`src/rtl/miriscv_mem_arbiter.sv`:
```
// Two-requester arbiter (fetch/data) onto one memory port with an in-order owner tracking FIFO.
// Optional build macro MIRISCV_ARB_ROUND_ROBIN_EN enables round-robin arbitration (default: data over fetch).
module miriscv_mem_arbiter #(
   parameter int unsigned XLEN        = 32,
   parameter int unsigned OUTSTANDING = 2
) (
   input  logic              clk_i,
   input  logic              arstn_i,

   input  logic              instr_req_i,
   input  logic [XLEN-1:0]   instr_addr_i,
   output logic              instr_gnt_o,
   output logic              instr_rvalid_o,
   output logic [XLEN-1:0]   instr_rdata_o,
   input  logic              instr_flush_i,

   input  logic              data_req_i,
   input  logic              data_we_i,
   input  logic [XLEN/8-1:0] data_be_i,
   input  logic [XLEN-1:0]   data_addr_i,
   input  logic [XLEN-1:0]   data_wdata_i,
   output logic              data_gnt_o,
   output logic              data_rvalid_o,
   output logic [XLEN-1:0]   data_rdata_o,

   output logic              mem_req_o,
   output logic              mem_we_o,
   output logic [XLEN/8-1:0] mem_be_o,
   output logic [XLEN-1:0]   mem_addr_o,
   output logic [XLEN-1:0]   mem_wdata_o,
   input  logic              mem_gnt_i,
   input  logic              mem_rvalid_i,
   input  logic [XLEN-1:0]   mem_rdata_i
);

   localparam int unsigned BE_W  = XLEN / 8;
   localparam int unsigned CNT_W = $clog2(OUTSTANDING + 1);
   localparam int unsigned PTR_W = (OUTSTANDING > 1) ? $clog2(OUTSTANDING) : 1;

   logic [CNT_W-1:0]       count_q, count_d;
   logic [PTR_W-1:0]       wr_ptr_q, wr_ptr_d;
   logic [PTR_W-1:0]       rd_ptr_q, rd_ptr_d;
   logic [OUTSTANDING-1:0] valid_q, valid_d;
   logic [OUTSTANDING-1:0] owner_data_q, owner_data_d;
   logic [OUTSTANDING-1:0] discard_q, discard_d;

   logic full;
   logic sel_data;
   logic accept;
   logic pop;
   logic head_data;
   logic head_discard;

   assign full = (count_q == CNT_W'(OUTSTANDING));

   // Winner selection: fixed data priority, or alternate on conflict when round-robin is built in
`ifdef MIRISCV_ARB_ROUND_ROBIN_EN
   logic rr_data_next_q, rr_data_next_d;

   assign sel_data       = data_req_i & (~instr_req_i | rr_data_next_q);
   assign rr_data_next_d = accept ? ~sel_data : rr_data_next_q;

   always_ff @(posedge clk_i or negedge arstn_i) begin
      if (!arstn_i) rr_data_next_q <= 1'b1;
      else          rr_data_next_q <= rr_data_next_d;
   end
`else
   assign sel_data = data_req_i;
`endif

   assign accept       = mem_req_o & mem_gnt_i;
   assign pop          = mem_rvalid_i & (count_q != '0);
   assign head_data    = owner_data_q[rd_ptr_q];
   assign head_discard = discard_q[rd_ptr_q];

   // Memory-side request mux; fields stay zero when nobody requests
   always_comb begin
      mem_req_o   = (instr_req_i | data_req_i) & ~full;
      mem_we_o    = sel_data & data_we_i;
      mem_be_o    = sel_data ? data_be_i : (instr_req_i ? {BE_W{1'b1}} : '0);
      mem_addr_o  = sel_data ? data_addr_i : instr_addr_i;
      mem_wdata_o = sel_data ? data_wdata_i : '0;
      instr_gnt_o = accept & ~sel_data;
      data_gnt_o  = accept & sel_data;
   end

   // Response routing; a head fetch popped during a flush is dropped too
   always_comb begin
      instr_rvalid_o = pop & ~head_data & ~head_discard & ~instr_flush_i;
      data_rvalid_o  = pop & head_data;
      instr_rdata_o  = mem_rdata_i;
      data_rdata_o   = mem_rdata_i;
   end

   // Tracking FIFO next state; flush marks only entries present before this cycle's push
   always_comb begin
      count_d      = count_q;
      wr_ptr_d     = wr_ptr_q;
      rd_ptr_d     = rd_ptr_q;
      valid_d      = valid_q;
      owner_data_d = owner_data_q;
      discard_d    = discard_q;

      if (instr_flush_i) begin
         for (int unsigned i = 0; i < OUTSTANDING; i++) begin
            if (valid_q[i] && !owner_data_q[i]) discard_d[i] = 1'b1;
         end
      end

      if (pop) begin
         valid_d[rd_ptr_q] = 1'b0;
         rd_ptr_d = (rd_ptr_q == PTR_W'(OUTSTANDING - 1)) ? '0 : rd_ptr_q + PTR_W'(1);
      end

      if (accept) begin
         valid_d[wr_ptr_q]      = 1'b1;
         owner_data_d[wr_ptr_q] = sel_data;
         discard_d[wr_ptr_q]    = 1'b0;
         wr_ptr_d = (wr_ptr_q == PTR_W'(OUTSTANDING - 1)) ? '0 : wr_ptr_q + PTR_W'(1);
      end

      case ({accept, pop})
         2'b10:   count_d = count_q + CNT_W'(1);
         2'b01:   count_d = count_q - CNT_W'(1);
         default: count_d = count_q;
      endcase
   end

   always_ff @(posedge clk_i or negedge arstn_i) begin
      if (!arstn_i) begin
         count_q      <= '0;
         wr_ptr_q     <= '0;
         rd_ptr_q     <= '0;
         valid_q      <= '0;
         owner_data_q <= '0;
         discard_q    <= '0;
      end else begin
         count_q      <= count_d;
         wr_ptr_q     <= wr_ptr_d;
         rd_ptr_q     <= rd_ptr_d;
         valid_q      <= valid_d;
         owner_data_q <= owner_data_d;
         discard_q    <= discard_d;
      end
   end

   // A response with nothing outstanding is a protocol error; it is ignored by the logic above
   spurious_rvalid_a: assert property (@(posedge clk_i) disable iff (!arstn_i)
      !(mem_rvalid_i && (count_q == '0)))
      else $warning("miriscv_mem_arbiter: mem_rvalid_i with no outstanding transaction");

endmodule

```
`config.mk`:
```
export PLATFORM = sky130hd
export DESIGN_NAME = miriscv_mem_arbiter
export DESIGN_NICKNAME = d
export VERILOG_FILES = /design/src/rtl/miriscv_mem_arbiter.sv
export SDC_FILE = /design/constraint.sdc
export NUM_CORES = 1
export LEC_CHECK = 0
export BUFFER_PORTS_ARGS = -buffer_cell sky130_fd_sc_hd__clkbuf_2
export CAP_MARGIN = 20
export CELL_PAD_IN_SITES_DETAIL_PLACEMENT = 1
export CELL_PAD_IN_SITES_GLOBAL_PLACEMENT = 1
export CORE_MARGIN = 10
export CORE_UTILIZATION = 16
export DETAILED_ROUTE_END_ITERATION = 7
export PLACE_DENSITY = 0.85
export SYNTH_ARGS = -nofsm -noshare
export SYNTH_HDL_FRONTEND = slang
export SYNTH_SLANG_ARGS = --single-unit
```
`constraint.sdc`:
```
create_clock -name clk_i -period 2.1 [get_ports clk_i]
set_input_delay 0.42 -clock clk_i [delete_from_list [all_inputs] [get_ports clk_i]]
set_output_delay 0.42 -clock clk_i [all_outputs]
set_load 0.01 [all_outputs]
```
==> impl_metrics.toml <==
[run_status]
status = "finished clean"

[die]
die_w_um = 120.2
num_rows = 36
io_pins = 278
core_region_area_sq_um = 9774
die-area_sq_um = 14440
die_h_um = 120.2
start_util_pct = 16.42

[clocking]
htree_num_levels = 1
path_clk_slew_ps = 50
cts.sinks = 10
cts-root-buf = "clkbuf_8"
insertion_delay_ps = 240
cts_tree = "built"
clock_path_buffers = 2
post_cts_buffers = 0
post_cts_resize_count = 0
cts_hold_buf = 0
cts_made_buffers = 3

[power]
p_per_area_nw_per_um2 = 599.0
p_leak_nw = 1.280
p_sw_share_pct = 37.01
vdd_drop_max_mv = 0.2710
power_frac_seq_pct = 28.9
p_int_uw = 851.3
combPwrFrac_pct = 53.0
power_switching_uw = 500.1
power.share.clock_pct = 18.1

[setup_path]
crit_chain = "mux2_2 > nor4_1 > clkbuf_2"
required_ps = 1680
cpPeakStageDelay_ps = 440
slowest_stage = "dfrtp_1"
worst-path-buf-inv = 1
cp_max_fo = 5
ff2ff_setup_slack_ps = 550
cp_top_family = "flip-flops"
critPathKind = "flop to output port"
startpoint_type = "flop"
end_kind = "output port"
critPathArrivalTime_ps = 1530

[yosys]
synth_nets = 332
syn-instance-count = 191
ys_seq_area_share_pct = 15.59
synthDistinctLibCells = 24
syn-cell-area_sq_um = 1605
ys_warn_count = 0
ys_ff_latch = 10
synth_area_leaders = "buf_4, mux2_2, dfrtp_1, and2_1, nand2_1"
synth_top_area_share_pct = 29.93
syn_avg_cell_area_sq_um = 8.405
synth_area_leader_cell = "buf_4"

[grt]
grt_use_total_pct = 9.820
grt_pass1_wl_um = 11590
grt_pass1_vias = 2098
grt_max_degree = 43
antenna_found_initial = 0
overflow = 0

[sta]
post-route-period-util_pct = 92.89
relSlewSlack_pct = 74.20
drv_slew = 0
post-route-min-period_ps = 1951
hold_viol = 0
clock-skew-final_ps = 0.7967
whs_ps = 38.46
setup_viol = 0
tns_ps = 0
fin_ws_ps = 149.2
tightest_slew_ps = 386.9
rsz0062_at_grt = "no"
max_freq_mhz = 512.6

[layout]
area.growth.synth_to_final_pct = 40.53
fin_area_sq_um = 2256
num_antenna_cells = 0
finalNetCount = 449
postLayoutCoreUtil_pct = 23.08
n_fill_cell = 1236
layout-drive-gt1-share_pct = 73.62

[drt]
wl_per_cell_um = 17.64
ant_nets = 0
wirelength_um = 7760
dr.pass1.iters = 4
via_count = 1678
drt-initial-drc-count = 20
via_per_inst = 3.814
drc = 0

[job]
cap_viol_max_count = 0

[worst_hold_path]
hp-class = "primary input to asynchronous set/reset pin"

[placed_design]
dpl_cell_area_sq_um = 2201
post-dp-hpwl_um = 7144
io_buffers = 181
gp_congestion = 0.7917
dp_slack_ps = 296.1
-- flip-flops by register name, summed over array words and instances, names as in the netlist --
signal / flops
owner_data_q: 2
wr_ptr_q: 1
rd_ptr_q: 1
count_q: 2
discard_q: 2
valid_q: 2
-- cell usage after synthesis (all sizes together) --
cell and n:
o21ai 2, ha 1, nand2 12, and2 34, mux2 36, inv 3, buf 67, nand2b 1
nor4 1, nor3 1, a21o 1, and3 1, dfrtp 10, o21a 1, or4b 1, a31oi 1
clkbuf 5, nor2 6, o221ai 1, nor2b 1, xnor2 5
-- layout make-up --
type,instances,area (sq um),share of cell area [%]
multi-input combinational,106,832.0,36.88
sequential,10,250.2,11.09
inverter,3,11.26,0.4992
timing repair buffer,184,940.9,41.71
clock buffer,4,55.05,2.440
tap,133,166.4,7.377
-- metal layers --
| layer | global-route usage (%) | wire (um) | vias up | part of all wire [%] |
|---|---|---|---|---|
| met1 | 9.178 | 2625 | 761 | 34 |
| met4 | 2.564 | 173 | 0 | 2.2 |
| met3 | 4.829 | 888 | 21 | 11 |
| met5 | 0 | 0 | - | 0 |
| met2 | 18.57 | 4073 | 111 | 52 |
| li1 | - | - | 785 | - |
-- cell usage in the layout, fill, tap and decap left out --
cell and count:
clkbuf_2 181, mux2_2 35, and2_1 34, nand2_1 12, dfrtp_1 10, nor2_1 6
xnor2_1 5, clkbuf_8 4, inv_1 3, buf_4 2, nand2b_1 1, nor2b_2 1
o221ai_1 1, or4b_4 1, o21a_1 1, and3_1 1, o21ai_1 1, nor4_1 1
o21ai_0 1, nor3_1 1, a31oi_1 1, a21o_1 1, mux2_4 1, ha_1 1
buf_12 1
-- path summary, 6_finish.rpt --
check,to,cells after the start,from
max reg2reg,owner_data_q[0],3,count_q[1]
min,discard_q[0],1,arstn_i
min reg2reg,valid_q[1],1,valid_q[1]
max in group asynchronous,count_q[0],1,arstn_i
min in group clk_i,valid_q[1],1,valid_q[1]
max,instr_rvalid_o,3,rd_ptr_q
-- kinds of logic (layout without fill, tap and decap cells) --
kind of cell | Yosys count | after routing | synth area share, %
multiplexers | 36 | 36 | 25.49
adder cells (fa/ha/maj) | 1 | 1 | 0.7793
flip-flops | 10 | 10 | 15.59
buffers and inverters | 75 | 191 | 32.58
XOR/XNOR | 5 | 5 | 2.728
AND/OR/NAND/NOR | 58 | 58 | 20.34
AO/OA/AOI/OAI | 6 | 6 | 2.495
-- power by group through the flow --
stage	registers (mW)	logic, mW	clock network [mW]
2_1_floorplan	0.361	0.563	0
3_3_place_gp	0.383	0.705	0
3_5_place_dp	0.393	0.733	0
4_1_cts	0.392	0.736	0.254
5_1_grt	0.410	0.800	0.261
6_report	0.391	0.716	0.244
-- stage by stage --
step | instances | power [mW]
2_1_floorplan | 191 | 0.9239
3_3_place_gp | 436 | 1.088
3_5_place_dp | 436 | 1.126
4_1_cts | 440 | 1.382
5_1_grt | 440 | 1.470
6_report | 440 | 1.351
Note: power is estimated with default switching activity, not from simulation.
